File: src/rtl/cache_assoc_if.sv
// CPU/array/memory signal bundle for the set-associative cache controller.
// master = surrounding datapath and CPU side, slave = the controller.
interface cache_assoc_if #(
  parameter int WAYS  = 2,
  parameter int WORDS = 4
);
  localparam int WAY_W = (WAYS > 1) ? $clog2(WAYS) : 1;
  localparam int OFF_W = $clog2(WORDS);

  logic             rd;
  logic             wr;
  logic [WAYS-1:0]  hit;
  logic [WAYS-1:0]  valid;
  logic [WAYS-1:0]  dirty;

  logic             comp;
  logic             cache_wr;
  logic [WAYS-1:0]  cache_en;
  logic [OFF_W-1:0] cache_offset;
  logic             cache_data_sel;
  logic             mem_rd;
  logic             mem_wr;
  logic [OFF_W-1:0] mem_offset;
  logic             mem_tag_sel;
  logic [WAY_W-1:0] victim;
  logic             stall;
  logic             done;
  logic             cache_hit;
  logic             err;

  modport master (
    output rd, wr, hit, valid, dirty,
    input  comp, cache_wr, cache_en, cache_offset, cache_data_sel,
           mem_rd, mem_wr, mem_offset, mem_tag_sel, victim,
           stall, done, cache_hit, err
  );

  modport slave (
    input  rd, wr, hit, valid, dirty,
    output comp, cache_wr, cache_en, cache_offset, cache_data_sel,
           mem_rd, mem_wr, mem_offset, mem_tag_sel, victim,
           stall, done, cache_hit, err
  );
endinterface

File: src/rtl/cache_assoc_ctrl.sv
// N-way write-back / write-allocate cache control FSM with round-robin replacement.
// Optional saturating statistics counters: define CACHE_STAT_CNT_EN.
module cache_assoc_ctrl #(
  parameter int WAYS    = 2,
  parameter int WORDS   = 4,
  parameter int MEM_LAT = 2
) (
  input  logic           clk,
  input  logic           rst,
  cache_assoc_if.slave   bus
`ifdef CACHE_STAT_CNT_EN
  ,
  output logic [15:0]    hit_cnt,
  output logic [15:0]    miss_cnt,
  output logic [15:0]    wb_cnt
`endif
);
  localparam int WAY_W = (WAYS > 1) ? $clog2(WAYS) : 1;
  localparam int OFF_W = $clog2(WORDS);
  localparam int CNT_W = $clog2(WORDS + MEM_LAT + 1);

  localparam logic [CNT_W-1:0] CNT_WORDS = CNT_W'(WORDS);
  localparam logic [CNT_W-1:0] CNT_LAT   = CNT_W'(MEM_LAT);
  localparam logic [CNT_W-1:0] WB_LAST   = CNT_W'(WORDS - 1);
  localparam logic [CNT_W-1:0] FILL_LAST = CNT_W'(WORDS + MEM_LAT - 1);

  typedef enum logic [1:0] {IDLE, WB, FILL, RETRY} state_t;

  state_t           state, state_nxt;
  logic [CNT_W-1:0] cnt, cnt_nxt;
  logic [WAY_W-1:0] victim_q, rr_ptr, pick;
  logic [WAYS-1:0]  victim_mask;
  logic             req, hit_any, all_valid, miss_start, wb_needed;

  assign req         = bus.rd ^ bus.wr;
  assign hit_any     = |bus.hit;
  assign all_valid   = &bus.valid;
  assign miss_start  = (state == IDLE) && req && !hit_any;
  assign wb_needed   = bus.valid[pick] & bus.dirty[pick];
  assign victim_mask = {{(WAYS-1){1'b0}}, 1'b1} << victim_q;

  // Invalid ways are filled first (lowest index wins); only a full set consumes the pointer.
  always_comb begin
    pick = rr_ptr;
    for (int i = WAYS - 1; i >= 0; i--) begin
      if (!bus.valid[i]) pick = WAY_W'(i);
    end
  end

  // NOTE: every output and next-state value gets a default first so no branch can infer a latch.
  always_comb begin
    state_nxt          = state;
    cnt_nxt            = cnt;
    bus.comp           = 1'b0;
    bus.cache_wr       = 1'b0;
    bus.cache_en       = '0;
    bus.cache_offset   = '0;
    bus.cache_data_sel = 1'b0;
    bus.mem_rd         = 1'b0;
    bus.mem_wr         = 1'b0;
    bus.mem_offset     = '0;
    bus.mem_tag_sel    = 1'b0;
    bus.victim         = (state == IDLE) ? pick : victim_q;
    bus.stall          = 1'b0;
    bus.done           = 1'b0;
    bus.cache_hit      = 1'b0;
    bus.err            = 1'b0;

    unique case (state)
      IDLE: begin
        if (bus.rd && bus.wr) begin
          bus.err = 1'b1;
        end else if (req) begin
          bus.comp     = 1'b1;
          bus.cache_wr = bus.wr;
          if (hit_any) begin
            bus.cache_en  = bus.hit;
            bus.done      = 1'b1;
            bus.cache_hit = 1'b1;
          end else begin
            bus.cache_en = '1;
            bus.stall    = 1'b1;
            cnt_nxt      = '0;
            state_nxt    = wb_needed ? WB : FILL;
          end
        end
      end

      WB: begin
        bus.stall        = 1'b1;
        bus.cache_en     = victim_mask;
        bus.cache_offset = OFF_W'(cnt);
        bus.mem_wr       = 1'b1;
        bus.mem_offset   = OFF_W'(cnt);
        bus.mem_tag_sel  = 1'b1;
        cnt_nxt          = cnt + 1'b1;
        if (cnt == WB_LAST) begin
          cnt_nxt   = '0;
          state_nxt = FILL;
        end
      end

      FILL: begin
        bus.stall = 1'b1;
        if (cnt < CNT_WORDS) begin
          bus.mem_rd     = 1'b1;
          bus.mem_offset = OFF_W'(cnt);
        end
        // Data for the word issued MEM_LAT cycles ago is on the bus now.
        if (cnt >= CNT_LAT) begin
          bus.cache_wr       = 1'b1;
          bus.cache_data_sel = 1'b1;
          bus.cache_en       = victim_mask;
          bus.cache_offset   = OFF_W'(cnt - CNT_LAT);
        end
        cnt_nxt = cnt + 1'b1;
        if (cnt == FILL_LAST) begin
          cnt_nxt   = '0;
          state_nxt = RETRY;
        end
      end

      RETRY: begin
        bus.stall    = 1'b1;
        bus.comp     = 1'b1;
        bus.cache_wr = bus.wr;
        bus.cache_en = victim_mask;
        bus.done     = 1'b1;
        state_nxt    = IDLE;
      end

      default: state_nxt = IDLE;
    endcase
  end

  // NOTE: sequential state uses non-blocking assignments so all registers update together on the edge.
  always_ff @(posedge clk or posedge rst) begin
    if (rst) begin
      state    <= IDLE;
      cnt      <= '0;
      rr_ptr   <= '0;
      victim_q <= '0;
    end else begin
      state <= state_nxt;
      cnt   <= cnt_nxt;
      if (miss_start) begin
        victim_q <= pick;
        if (all_valid) rr_ptr <= rr_ptr + 1'b1;
      end
    end
  end

`ifdef CACHE_STAT_CNT_EN
  always_ff @(posedge clk or posedge rst) begin
    if (rst) begin
      hit_cnt  <= '0;
      miss_cnt <= '0;
      wb_cnt   <= '0;
    end else begin
      if (bus.done && bus.cache_hit && hit_cnt != 16'hFFFF) hit_cnt <= hit_cnt + 16'd1;
      if (miss_start && miss_cnt != 16'hFFFF) miss_cnt <= miss_cnt + 16'd1;
      if (miss_start && wb_needed && wb_cnt != 16'hFFFF) wb_cnt <= wb_cnt + 16'd1;
    end
  end
`endif
endmodule

File: src/flat_wrapper.sv
// flat-port wrapper written by rule: the top's interface ports become plain ports
module cache_assoc_ctrl_flat 
#(
  parameter int WAYS    = 2,
  parameter int WORDS   = 4,
  parameter int MEM_LAT = 2
)
  (clk, rst, bus_rd, bus_wr, bus_hit, bus_valid, bus_dirty, bus_comp, bus_cache_wr, bus_cache_en, bus_cache_offset, bus_cache_data_sel, bus_mem_rd, bus_mem_wr, bus_mem_offset, bus_mem_tag_sel, bus_victim, bus_stall, bus_done, bus_cache_hit, bus_err);
  cache_assoc_if #(.WAYS(WAYS), .WORDS(WORDS)) bus_i ();
  input  logic clk;
  input  logic rst;
  input wire logic [$bits(bus_i.rd)-1:0] bus_rd;
  input wire logic [$bits(bus_i.wr)-1:0] bus_wr;
  input wire logic [$bits(bus_i.hit)-1:0] bus_hit;
  input wire logic [$bits(bus_i.valid)-1:0] bus_valid;
  input wire logic [$bits(bus_i.dirty)-1:0] bus_dirty;
  output wire logic [$bits(bus_i.comp)-1:0] bus_comp;
  output wire logic [$bits(bus_i.cache_wr)-1:0] bus_cache_wr;
  output wire logic [$bits(bus_i.cache_en)-1:0] bus_cache_en;
  output wire logic [$bits(bus_i.cache_offset)-1:0] bus_cache_offset;
  output wire logic [$bits(bus_i.cache_data_sel)-1:0] bus_cache_data_sel;
  output wire logic [$bits(bus_i.mem_rd)-1:0] bus_mem_rd;
  output wire logic [$bits(bus_i.mem_wr)-1:0] bus_mem_wr;
  output wire logic [$bits(bus_i.mem_offset)-1:0] bus_mem_offset;
  output wire logic [$bits(bus_i.mem_tag_sel)-1:0] bus_mem_tag_sel;
  output wire logic [$bits(bus_i.victim)-1:0] bus_victim;
  output wire logic [$bits(bus_i.stall)-1:0] bus_stall;
  output wire logic [$bits(bus_i.done)-1:0] bus_done;
  output wire logic [$bits(bus_i.cache_hit)-1:0] bus_cache_hit;
  output wire logic [$bits(bus_i.err)-1:0] bus_err;
  assign bus_i.rd = bus_rd;
  assign bus_i.wr = bus_wr;
  assign bus_i.hit = bus_hit;
  assign bus_i.valid = bus_valid;
  assign bus_i.dirty = bus_dirty;
  assign bus_comp = bus_i.comp;
  assign bus_cache_wr = bus_i.cache_wr;
  assign bus_cache_en = bus_i.cache_en;
  assign bus_cache_offset = bus_i.cache_offset;
  assign bus_cache_data_sel = bus_i.cache_data_sel;
  assign bus_mem_rd = bus_i.mem_rd;
  assign bus_mem_wr = bus_i.mem_wr;
  assign bus_mem_offset = bus_i.mem_offset;
  assign bus_mem_tag_sel = bus_i.mem_tag_sel;
  assign bus_victim = bus_i.victim;
  assign bus_stall = bus_i.stall;
  assign bus_done = bus_i.done;
  assign bus_cache_hit = bus_i.cache_hit;
  assign bus_err = bus_i.err;
  cache_assoc_ctrl #(.WAYS(WAYS), .WORDS(WORDS), .MEM_LAT(MEM_LAT)) u_core (.clk(clk), .rst(rst), .bus(bus_i));
endmodule
File: config.mk
export PLATFORM = sky130hd
export DESIGN_NAME = cache_assoc_ctrl_flat
export DESIGN_NICKNAME = d
export VERILOG_FILES = /design/src/rtl/cache_assoc_if.sv /design/src/rtl/cache_assoc_ctrl.sv /design/src/flat_wrapper.sv
export SDC_FILE = /design/constraint.sdc
export NUM_CORES = 1
export LEC_CHECK = 0
export CAP_MARGIN = 20
export CORE_MARGIN = 10
export CORE_UTILIZATION = 32
export DETAILED_ROUTE_END_ITERATION = 10
export GPL_ROUTABILITY_DRIVEN = 0
export PLACE_DENSITY = 0.69
export SYNTH_ARGS = -nofsm -noshare
export SYNTH_HDL_FRONTEND = slang
export SYNTH_SLANG_ARGS = --single-unit
File: constraint.sdc
create_clock -name clk -period 1.7 [get_ports clk]
set_input_delay 0.34 -clock clk [delete_from_list [all_inputs] [get_ports clk]]
set_output_delay 0.34 -clock clk [all_outputs]
set_load 0.02 [all_outputs]
**Yosys cells after proc, flatten, opt, wreduce, memory -nomap -nowiden**

Index checks and enable logic that the tools add are counted.

- Register bits: 7
- Input port bits: 10
- Output and inout bits: 17

- $add $sub $neg: 3
- Order comparisons: 3
- Eq/ne operators: 10
- Shifts and indexed selects: 1
- Mux-type cells: 51
- Bitwise operators: 2
- Reduce and logical (&&, ||, !) cells: 12

Operators by type and width:

| cell | count |
|---|---|
| 2-to-1 mux 1 bit | 25 |
| 2-to-1 mux 2 bit | 12 |
| 2-to-1 mux 3 bit | 5 |
| case mux 3 bit (3 select lines) | 1 |
| case mux 2 bit (2 select lines) | 2 |
| case mux 2 bit (4 select lines) | 1 |
| != test 2 x 1 -> 1 bit, second input constant | 3 |
| case mux 1 bit (2 select lines) | 3 |
| case mux 2 bit (3 select lines) | 1 |
| AND reduction 5 bit | 1 |
| == test 2 bit, second input constant | 2 |
| != test 2 bit, second input constant | 2 |
| AND reduction 4 bit | 1 |
| OR reduction 2 bit | 2 |
| adder 3 x 1 -> 3 bit, second input constant | 1 |
| == test 3 x 2 -> 1 bit, second input constant | 1 |
| == test 3 bit, second input constant | 1 |
| greater-or-equal comparator 3 x 2 -> 1 bit, second input constant | 1 |
| logical AND 1 bit | 3 |
| less-than comparator 3 bit, second input constant | 1 |
| case mux 1 bit (3 select lines) | 1 |
| AND reduction 3 bit | 1 |
| nonzero test 3 bit | 1 |
| OR reduction 3 bit | 1 |
| 9 further kinds | 9 |

**Logic depth before layout (Yosys ltp)**

- Depth after elaboration: 10
- Gate-level depth with buffers: 6
- Depth with buffers taken out: 5

**Worst setup path before layout**

Ideal clock, no wire load.

- Path kind: flip-flop to output port
- Start: reg u_core.state[0]
- End: out bus_cache_en[0]
- Data arrival time: 1.694 ns
- Data required time: 1.360 ns
- Setup slack: -0.334 ns
- Cell stages (with the launch flop): 6
- Buffers on the path: 0
- Path through: dfrtp_1 -> inv_1 -> ha_1 -> o21a_1 -> nor3_1 -> o32ai_1

- Word-level cells in the longest chain between the ends: 3
- Elaborated cells on any way between the ends: 6

Ends and longest elaborated chain:

| item | line | RTL |
|---|---|---|
| start: declaration | cache_assoc_ctrl.sv:29 | `state_t state, state_nxt;` |
| start signal: assignment | cache_assoc_ctrl.sv:144 | `state <= state_nxt;` |
| == test 2 bit / == test 2 x 1 -> 1 bit (equally long branches) | cache_assoc_ctrl.sv:69 | `unique case (state)` |
| OR reduction 2 bit (no line) | - |  |
| case mux 2 bit (3 select lines) (*) | cache_assoc_ctrl.sv:69 |  |
| end: declaration | flat_wrapper.sv:19 | `output wire logic [$bits(bus_i.cache_en)-1:0] bus_cache_en;` |

Mark *: on every way between the ends. The rest lies on a longest branch, timed or not.

**Worst setup path after layout**

- Start: reg u_core.state[0]
- End: out bus_cache_wr

- Word-level cells in the longest chain between the ends: 2
- Elaborated cells on any way between the ends: 4

Ends and longest elaborated chain:

| item | line | RTL |
|---|---|---|
| == test 2 bit / logical NOT 2 bit (equally long branches) | cache_assoc_ctrl.sv:69 |  |
| case mux 1 bit (3 select lines) (*) | cache_assoc_ctrl.sv:69 |  |
| end: declaration | flat_wrapper.sv:18 | `output wire logic [$bits(bus_i.cache_wr)-1:0] bus_cache_wr;` |

Marks and branches as above.

==> run metrics <==
CP max stage delay=0.42 ns; power density over cell area=1860 nW/µm²; Die X=69.6 µm; Post-Place Cells=168; number of global-route vias before repair=901; num ports=27; net switching share of the total power=44.4%; Num CTS Buffers=3; share of flip-flops with an asynchronous set or reset=100%; cts hold-fix bufs=0; Tmin final=1.89 ns; Most used DFF post-synth=dfrtp_1; final wirelength=2670 µm; post-place instance area=1330 µm²; Fin Hold WS=0.318 ns; mapped cell area=786 µm²; filler cell count in the final layout=187; Layout area overhead=96.7%; Slew HR=79.8%; Final Cell Area=1550 µm²; unrepaired setup endpoints after global routing=yes; clock latency on the worst-skew pair=0.26 ns; clk root buf=clkbuf_4; routed wire length per instance=14.9 µm; global-route usage over all layers=9.89%; DR pass1 iterations=4; critical path type=reg2out; crit-path cells=buf_6, ha_4, buf_6, a221oi_2, nor2_1, buf_4; clk buf depth=2; post-synthesis sequential area ratio=22.3%; DRC=0; post-synthesis cell type count=35; MaxCap Viol Count=0; setup slack after layout=-0.190 ns; most common cell after layout, fill and taps aside=buf_4; final slew viol count=0; main area contributors after synthesis=dfrtp_1 (22%), ha_1 (19%), inv_1 (5.3%); global-route wire length before repair=4100 µm; 1st-iter DRT viols=12; slowest library cell on the worst path=dfrtp_2; Initial Util=34.5%; Comb power frac=83.1%; worst vdd ir=1.06 mV; Final period util=111%; Crit path top cell by count=buf_6; P_leak=0.721 nW; largest net degree at the start of global routing=8; number of synthesized flops with an enable pin=0; status=finished, violations left; Post-Syn Nets=111; Reg area=178 µm²; CTS sink count=7; FF+latch count, synth=7; synthesized area per cell=8.83 µm²; violations in the final reports=negative setup slack; IO buf count=26; Startpoint Class=flop; cell taking the most area after synthesis=dfrtp_1; Non-Filler Instances=179; Die Ht=69.6 µm; Worst-path clk slew=0.06 ns; Worst EP arrival=1.55 ns; fin nets=174; layout cells sized above 1=64.9%; Slew @ Worst Pin=0.300 ns; post-synth top area share=22.3%; CTS tree=yes; initial antenna violation count=0; vias post-DR=890; Critical Path End Type=output port; row cnt=17; CP required=1.36 ns; vias per cell=4.97; area of the multi-input gates=733 µm²; Antenna Nets Post-Route=0; HPWL after detailed placement=1930 µm; diode count=0; Final Skew=0.00348 ns; Pint=1.60 mW; Hold Crit Class=in2async; Post-Syn Instances=89; # setup viols final=15; clock share of power=5.5%; die area=4840 µm²; commonest cells after routing, fill and taps aside=buf_4 (34), buf_6 (17), inv_1 (8); Psw=1.27 mW; Max FO, Critical Path=4; Sequential Power Share=11.4%; gr ovfl total=0; H-tree Lvls=1; Fin. Hold Viols=0; Synthesis Warnings=0; fmax=529 MHz; Place WS=-1.03 ns; CORE AREA=2280 µm²
worst paths after layout:
path | start | end | cells after the start | slack, ns
worst max-delay path | u_core.state[0] | bus_cache_wr | 6 | -0.19
worst min-delay path | rst | u_core.rr_ptr | 2 | 0.32
worst max register to register | u_core.state[1] | u_core.cnt[1] | 8 | -0.12
worst min register to register | u_core.victim_q | u_core.victim_q | 1 | 0.61
max in group asynchronous | rst | u_core.state[1] | 2 | 1.13
min in group clk | u_core.victim_q | u_core.victim_q | 1 | 0.61
through the flow:
step	setup TNS, ns	total power [mW]	utilization, %
2_1_floorplan	-0.00590	1.44	-
3_3_place_gp	-12.22	2.17	58.2
3_5_place_dp	-12.54	2.21	58.2
4_1_cts	-1.49	2.64	63.9
5_1_grt	-2.73	3.07	67.9
6_report	-1.62	2.87	67.9
logic make-up after synthesis:
family          Yosys count  share of synthesized area, %
buf+inv                  13                          7.64
simple gates             30                          19.7
xor+xnor                  1                          1.11
flops                     7                          22.3
mux                       4                          5.57
compound gates           22                          24.5
fa+ha+maj                12                          19.1
synth_stat cells, types with 2 or more instances:
library cell   n
a21oi_1        2
a31oi_1        3
and2_1         2
and3_1         3
dfrtp_1        7
ha_1          12
inv_1         11
mux2_2         3
nand2_1        7
nor2_1        10
nor2b_1        3
o22ai_1        2
o32ai_1        2
state kept, by name (all words and copies together) (netlist names):
register / cells
u_core.cnt: 3
u_core.rr_ptr: 1
u_core.state: 2
u_core.victim_q: 1
what timing repair did:
| action | in CTS | in global routing |
|---|---|---|
| pin swaps | 16 | 9 |
| gates resized for setup | 131 | 13 |
| setup endpoints to repair | 23 | 17 |
| buffers inserted | 3 | 5 |
layout make-up:
type / count / area share [%]
Multi-Input combinational cell: 69 / 47.4
Sequential cell: 7 / 11.5
Timing Repair Buffer: 60 / 33.9
Tap cell: 28 / 2.27
Clock buffer: 4 / 1.70
Inverter: 11 / 3.16
power groups by stage:
stage / Sequential (mW) / Combinational (mW) / Clock (mW)
after global placement: 0.304 / 1.86 / 0
after CTS: 0.325 / 2.16 / 0.160
after floorplan: 0.315 / 1.12 / 0
after detailed placement: 0.306 / 1.90 / 0
after global routing: 0.337 / 2.56 / 0.179
final: 0.328 / 2.38 / 0.158
per-layer routing:
layer	global-route usage, %	wire (µm)	vias to the layer above
met2	16.6	1330	22
met4	4.88	52	0
met3	2.28	92	5
met1	11.3	1190	421
met5	0	0	-
li1	-	-	442
worst max-delay path, delay by kind of cell (launching register included):
family	cells	cell delay [ns]
adders and majority gates	1	0.17
and+or+nand+nor	1	0.06
DFF	1	0.42
buffers and inverters	3	0.41
AOI/OAI and AO/OA	1	0.23
(Power assumes the default switching activity.)
